--- src/rtl/bsg_core_intf_trace_rom.sv ---
// bsg_core_intf_trace_rom: per-core trace programs for the core-interface trace replay.
// Each send entry is followed by its receive/compare entry, and a done entry ends the program.
// Addresses past the done entry also read as done, so the replay halts safely.
// Optional sticky out-of-bounds flag: define TRACE_ROM_BOUNDS_CHECK_EN.
module bsg_core_intf_trace_rom #(
  parameter int unsigned width_p      = 74,
  parameter int unsigned addr_width_p = 15,
  parameter int unsigned core_id_p    = 0
) (
  input  logic                    clk_i,
  input  logic                    nreset_i,
  input  logic [addr_width_p-1:0] addr_i,
  output logic [width_p-1:0]      data_o,
  output logic                    oob_o
);

  localparam int unsigned entry_width_lp = 74;
  localparam int unsigned last_idx_lp    = (core_id_p == 0) ? 6 : 4;

  localparam logic [3:0] op_send_lp = 4'b0000;
  localparam logic [3:0] op_recv_lp = 4'b0001;
  localparam logic [3:0] op_done_lp = 4'b0010;

  localparam logic [73:0] done_entry_lp = {op_done_lp, 70'b0};

  // Reject unsupported configurations at elaboration
  if (width_p != entry_width_lp) begin : g_bad_width
    $error("bsg_core_intf_trace_rom: width_p must be 74");
  end
  if (core_id_p > 2) begin : g_bad_core
    $error("bsg_core_intf_trace_rom: core_id_p must be 0, 1 or 2");
  end

  // Send: packet right-aligned as {lr, sc, we, addr, wdata}; top payload bits zero
  function automatic logic [73:0] send_entry(input logic we, input logic [31:0] addr,
                                             input logic [31:0] wdata);
    return {op_send_lp, 3'b000, 1'b0, 1'b0, we, addr, wdata};
  endfunction

  // Receive: expected read data zero-extended to the payload width
  function automatic logic [73:0] recv_entry(input logic [31:0] rdata);
    return {op_recv_lp, 38'b0, rdata};
  endfunction

  logic [73:0] entry;

  // Combinational ROM lookup, independent of clock and reset
  always_comb begin
    entry = done_entry_lp;
    if (core_id_p == 0) begin
      case (addr_i)
        addr_width_p'(0): entry = send_entry(1'b1, 32'h0000_0100, 32'hA0A0_0001);
        addr_width_p'(1): entry = recv_entry(32'hA0A0_0001);
        addr_width_p'(2): entry = send_entry(1'b0, 32'h0000_0100, 32'h0000_0000);
        addr_width_p'(3): entry = recv_entry(32'hA0A0_0001);
        addr_width_p'(4): entry = send_entry(1'b1, 32'h0000_0140, 32'h0000_00C0);
        addr_width_p'(5): entry = recv_entry(32'h0000_00C0);
        default:          entry = done_entry_lp;
      endcase
    end else if (core_id_p == 1) begin
      case (addr_i)
        addr_width_p'(0): entry = send_entry(1'b1, 32'h0000_0200, 32'hB1B1_0002);
        addr_width_p'(1): entry = recv_entry(32'hB1B1_0002);
        addr_width_p'(2): entry = send_entry(1'b0, 32'h0000_0200, 32'h0000_0000);
        addr_width_p'(3): entry = recv_entry(32'hB1B1_0002);
        default:          entry = done_entry_lp;
      endcase
    end else begin
      case (addr_i)
        addr_width_p'(0): entry = send_entry(1'b1, 32'h0000_0300, 32'hC2C2_0003);
        addr_width_p'(1): entry = recv_entry(32'hC2C2_0003);
        addr_width_p'(2): entry = send_entry(1'b0, 32'h0000_0300, 32'h0000_0000);
        addr_width_p'(3): entry = recv_entry(32'hC2C2_0003);
        default:          entry = done_entry_lp;
      endcase
    end
  end

  assign data_o = width_p'(entry);

`ifdef TRACE_ROM_BOUNDS_CHECK_EN
  logic past_end;
  logic oob_r;

  assign past_end = (addr_i > addr_width_p'(last_idx_lp));

  // Sticky out-of-bounds flag; reset wins over a same-cycle detection
  always_ff @(posedge clk_i) begin
    if (!nreset_i) begin
      oob_r <= 1'b0;
    end else if (past_end) begin
      oob_r <= 1'b1;
`ifndef SYNTHESIS
      if (!oob_r) $error("bsg_core_intf_trace_rom: address past end of trace program");
`endif
    end
  end

  assign oob_o = oob_r;
`else
  logic unused_clk_rst;

  assign unused_clk_rst = clk_i & nreset_i;
  assign oob_o          = 1'b0;
`endif

endmodule

--- config.mk ---
export PLATFORM = sky130hd
export DESIGN_NAME = bsg_core_intf_trace_rom
export DESIGN_NICKNAME = d
export VERILOG_FILES = /design/src/rtl/bsg_core_intf_trace_rom.sv
export SDC_FILE = /design/constraint.sdc
export NUM_CORES = 1
export LEC_CHECK = 0
export ABC_AREA = 1
export CELL_PAD_IN_SITES_DETAIL_PLACEMENT = 0
export CELL_PAD_IN_SITES_GLOBAL_PLACEMENT = 2
export CORE_ASPECT_RATIO = 1.4
export CORE_MARGIN = 3
export CORE_UTILIZATION = 10
export DETAILED_ROUTE_END_ITERATION = 10
export PLACE_DENSITY_LB_ADDON = 0.1
export RECOVER_POWER = 100
export SLEW_MARGIN = 20
export SYNTH_ARGS = -nofsm -noshare
export SYNTH_HDL_FRONTEND = slang
export SYNTH_SLANG_ARGS = --single-unit
--- constraint.sdc ---
create_clock -name vclk -period 1.06
set_clock_uncertainty 0.15 [all_clocks]
set_input_delay 0.159 -clock vclk [all_inputs]
set_output_delay 0.159 -clock vclk [all_outputs]
set_load 0.05 [all_outputs]
==> results.sh <==
export IMPL_chipWidth_um=74.43
export IMPL_num_fill_cells=719
export IMPL_remaining_drc_errors=0
export IMPL_holdPathStages=4
export IMPL_drive_above_1_share_pct=40.80
export IMPL_holdCritStartpoint="addr_i[0]"
export IMPL_ctsHoldBuffers=0
export IMPL_layout_area_seq_um2=0
export IMPL_core_region_area_um2=6296
export IMPL_grt_max_degree=6
export IMPL_worst_ep_required_time_ps=750
export IMPL_nNetsFinal=144
export IMPL_timing_hold_worst_class="input port to output port"
export IMPL_number_of_nets_still_failing_antenna_checks_after_routing=0
export IMPL_die_y_um=101.8
export IMPL_utilization_pct=15.52
export IMPL_gr_usage_all_layers_pct=3.188
export IMPL_fmaxAchievable_mhz=737.8
export IMPL_n_sequential_cell=0
export IMPL_pins_over_slew_limit=0
export IMPL_cp_buffers_inverters=3
export IMPL_via_count=469
export IMPL_ir_worst_vdd_uv=194.3
export IMPL_io_pin_count=92
export IMPL_routedWlPerCell_um=7.970
export IMPL_period_needed_ps=1355
export IMPL_final_hold_violation_count=0
export IMPL_cp_cell_sequence="buf_6 > nor2_4 > nand2_2 > nor2_4 > nand2_4 > nor2_4 > buf_12 > buf_12"
export IMPL_netlist_top_cell_by_area="sky130_fd_sc_hd__buf_4"
export IMPL_cp_depth=8
export IMPL_num_rows=34
export IMPL_cp_slowest_stage_delay_ps=160
export IMPL_route_final_wire_length_um=1570
export IMPL_synthesis_area_um2=655.6
export IMPL_via_per_inst=2.381
export IMPL_port_buffers=27
export IMPL_antenna_found_initial=0
export IMPL_vias_in_the_first_global_route=371
export IMPL_worst_endpoint_arrival_ps=1050
export IMPL_finalWeightedCongestion=0.6603
export IMPL_synth_most_common_cell="sky130_fd_sc_hd__buf_4"
export IMPL_synth_warning_count=0
export IMPL_violations="negative setup slack"
export IMPL_final_setup_tns_ps=-3044
export IMPL_run_status="complete, but fails checks"
export IMPL_detail_route_iter0_violations=3
export IMPL_dp_hpwl_um=1488
export IMPL_dp_slack_ps=-752.5
export IMPL_cts_post_setup_buffers_inserted=0
export IMPL_post_synth_inst_count=100
export IMPL_synth_area_leaders="sky130_fd_sc_hd__buf_4 78%, sky130_fd_sc_hd__nor2_1 8.0%, sky130_fd_sc_hd__inv_1 3.4%, sky130_fd_sc_hd__nand2_1 2.3%, sky130_fd_sc_hd__nor2_4 1.7%"
export IMPL_initial_utilization_pct=10.41
export IMPL_cpLargestDelayFamily="simple AND/OR/NAND/NOR gates"
export IMPL_numPlacedInstances=197
export IMPL_setup_worst_path_end_class="output port"
export IMPL_yosys_cell_types_count=12
export IMPL_timing_final_setup_violations=12
export IMPL_timing_max_cap_violations=0
export IMPL_powerDensity_nw_per_um2=616.0
export IMPL_timing_final_crit_share_pct=127.9
export IMPL_synth_seq_area_share_pct=0
export IMPL_synth_common_cells="68 x sky130_fd_sc_hd__buf_4, 14 x sky130_fd_sc_hd__nor2_1, 6 x sky130_fd_sc_hd__inv_1"
export IMPL_firstDrtPassIters=2
export IMPL_crit_path_max_fanout=5
export IMPL_grt_pass1_wl_um=1925
export IMPL_slack_of_the_critical_path_ps=-295.4
export IMPL_finalNonFillerCells=197
export IMPL_die_area_um2=7577
export IMPL_antenna_diode_count=0
export IMPL_globalRouteOverflowTotal=0
export IMPL_critical_path_startpoint_type="input port"
export IMPL_area_delta_synth_final_pct=49.05
export IMPL_synthDominantCellAreaShare_pct=77.86
export IMPL_grt_setup_unrepaired="yes"
export IMPL_slowest_stage="sky130_fd_sc_hd__nor2_4"
export IMPL_hold_path_endpoint="data_o[70]"
export IMPL_clockBufferCount=0
export IMPL_leakagePower_nw=0.4838
export IMPL_timing_setup_critical_path_class="input port to output port"
export IMPL_syn_area_per_cell_um2=6.556
export IMPL_critPathMostFrequentCell="sky130_fd_sc_hd__nor2_4"
==> layout make-up <==
type / instances / area [um^2] / share of cell area, %
well taps: 72 / 90.09 / 9.219
multi-input cells: 88 / 465.4 / 47.63
inverters: 6 / 22.52 / 2.305
repair buffers: 31 / 399.1 / 40.85
==> placed cells by master, fill, tap and decap left out, types with 2 or more instances in the layout <==
master                     Yosys  layout
sky130_fd_sc_hd__buf_12        0      12
sky130_fd_sc_hd__buf_2         0       6
sky130_fd_sc_hd__buf_6         0       8
sky130_fd_sc_hd__clkbuf_2      0       2
sky130_fd_sc_hd__conb_1        1      63
sky130_fd_sc_hd__inv_1         6       6
sky130_fd_sc_hd__nand2_2       0       3
sky130_fd_sc_hd__nand3_2       1       2
sky130_fd_sc_hd__nor2_1       14       3
sky130_fd_sc_hd__nor2_2        0       2
sky130_fd_sc_hd__nor2_4        1      10
==> worst max-delay path by stage <==
stage / from / end / slack (ps)
floorplan: addr_i[9] / data_o[70] / -390
global placement: addr_i[5] / data_o[38] / -750
detailed placement: addr_i[5] / data_o[64] / -750
CTS: addr_i[11] / data_o[40] / -320
global route: addr_i[6] / data_o[21] / -350
finish: addr_i[6] / data_o[21] / -300
==> cells by family (layout without fill, tap and decap cells) <==
family / count (synthesis) / after routing / synth area share, %
AND/OR/NAND/NOR: 22 / 22 / 15.27
other: 1 / 63 / 0.5720
buffers and inverters: 74 / 37 / 81.30
AO/OA/AOI/OAI: 3 / 3 / 2.861
==> metal layers <==
| metal | GRT usage (%) | up-vias | routed length [um] |
|---|---|---|---|
| li1 | - | 218 | - |
| met1 | 3.073 | 193 | 420 |
| met2 | 6.770 | 58 | 838 |
| met3 | 0.8937 | 0 | 311 |
| met4 | 0 | 0 | 0 |
| met5 | 0 | - | 0 |
==> stage by stage <==
stage	area (um^2)	total power (W)	hold slack [ps]
CTS	979.7	0.0005928	649.0
detailed placement	958.4	0.0005894	958.8
global route	977.2	0.0006236	626.3
global placement	958.4	0.0005902	957.8
finish	977.2	0.0006020	587.6
floorplan	977.2	0.0006967	323.5
==> report_power, final <==
group          leakage, nW  switching (W)  internal [W]
clock network            0              0             0
registers                0              0             0
logic                0.484       0.000544     0.0000578
total                0.484       0.000544     0.0000578
==> timing repair <==
action / 4_1_cts / 5_1_grt
endpoints found under the setup margin: 12 / 12
endpoints found under the hold margin: 0 / 0
gates cloned: 0 / 0
gates resized for setup: 69 / 4
pin swaps: 18 / 4
(Power assumes the default switching activity.)
==> variant (same settings) <==
The parameter `addr_width_p` goes from 15 to 17.
--- a/src/rtl/bsg_core_intf_trace_rom.sv
+++ b/src/rtl/bsg_core_intf_trace_rom.sv
@@ -6,3 +6,3 @@
   parameter int unsigned width_p      = 74,
-  parameter int unsigned addr_width_p = 15,
+  parameter int unsigned addr_width_p = 17,
   parameter int unsigned core_id_p    = 0
Ports: changed (resized addr_i); port bits go from 92 to 94. The function was not compared with the original's and may differ.
==> variant against the unedited design <==
  * The run still ends with negative setup slack left
  * Global-route usage up 0.63 points
  * Wire length up 20%
  * Worst setup slack lost 0.044 ns
  * Synthesized area up 11%
  * Core utilization increased by 1.7 points
  * Non-clock buffer count rose by 6
  * Highest routed layer unchanged
  * Design area increased by 24%
  * Total power is 5.8% higher
  * Critical path depth fell by 1
  * Combinational power is 5.8% higher
  * Critical endpoint unchanged
==> variant: results (changes against the unedited design) <==
Status
  – Status: complete, but fails checks
  – Failing checks: negative setup slack

Setup path
  – CP startpoint: addr_i[9]

Cells and area
  – Nets: 169 (+17%)
  – Layout cells sized above 1: 50.0% (+9.2 points)
  – FILL cells: 829 (+15%)
  – #MultiIn Comb: 101 (+15%)
  – Nonclk inv count: 10 (+4)
  – Nonclk buf count: 37 (+19%)
  – Area of the multi-input gates: 597 um^2 (+28%)
  – Data buffer area share: 37.2% (-3.7 points)

Hold path
  – Cells on Worst Hold Path: 7 (+3)
  – Hold path start: addr_i[13]

Drt
  – Metal2 WL: 1.21 mm (+44%)
  – Routed vias/inst: 2.40 (+0.60%)
  – Drt wl/cell: 7.74 um (-2.9%)
  – Met3 WL post-DR: 213 um (-32%)
  – DRT met1 WL: 458 um (+9.0%)

STA
  – Setup TNS: -3.78 ns (-0.734 ns)
  – Min Hold Slack: 0.655 ns (+0.0677 ns)
  – Final WS setup: -0.340 ns (-0.0444 ns)
  – Final setup viols: 12 (unchanged)

Global routing
  – First-pass GRT wire length: 2.68 mm (+39%)
  – Vias in the first global route: 532 (+43%)
  – GR Layer Usage met3: 0.336% (-0.56 points)
  – GRT Total Usage: 3.82% (+0.63 points)
  – GR Layer Usage met2: 9.25% (+2.5 points)

Synth
  – Top post-synthesis cells by count: buf_4 (68), nand2_1 (16), nor2_1 (12)

Placed design
  – Count of input and output buffers: 29 (+7.4%)
  – Hpwl dp: 1.74 mm (+17%)
  – Placed instance area: 0.00106 mm^2 (+11%)
  – RePlAce Congestion: 0.605 (-8.4%)

Pwr
  – Leakage: 0.000628 uW (+30%)
variant: changes by cell type in the layout (fill, tap and decap cells not counted), sizes merged, moves of 2 or more:
cell / before / now
buf: 27 / 37
clkdlybuf4s15: 2 / 0
nand2: 4 / 17
inv: 6 / 9
nand3: 2 / 4
clkbuf: 2 / 0
variant: power by group:
part	internal [uW]	total, uW	switching, uW	leakage, uW
clock	0	0	0	0
sequential	0	0	0	0
combinational	74.6	637	562	0.000628
variant: repair_timing:
action | 4_1_cts | 5_1_grt
setup endpoints to repair | 12 | 12
pin swaps | 25 | 5
resized for setup | 99 | 9
buffers inserted | 4 | 1
hold endpoints to repair | 0 | 0
variant: critical path: stages:
cell     delay [ns]
buf_6          0.09
nor2_4         0.11
nand3_4        0.10
nor2_4         0.21
nand3_4        0.14
nand2_8        0.13
buf_12         0.14
variant: stage by stage:
stage,instances,power (uW)
after floorplan,179,698
after global placement,238,596
after detailed placement,238,596
after CTS,242,613
after global routing,243,659
final,243,637
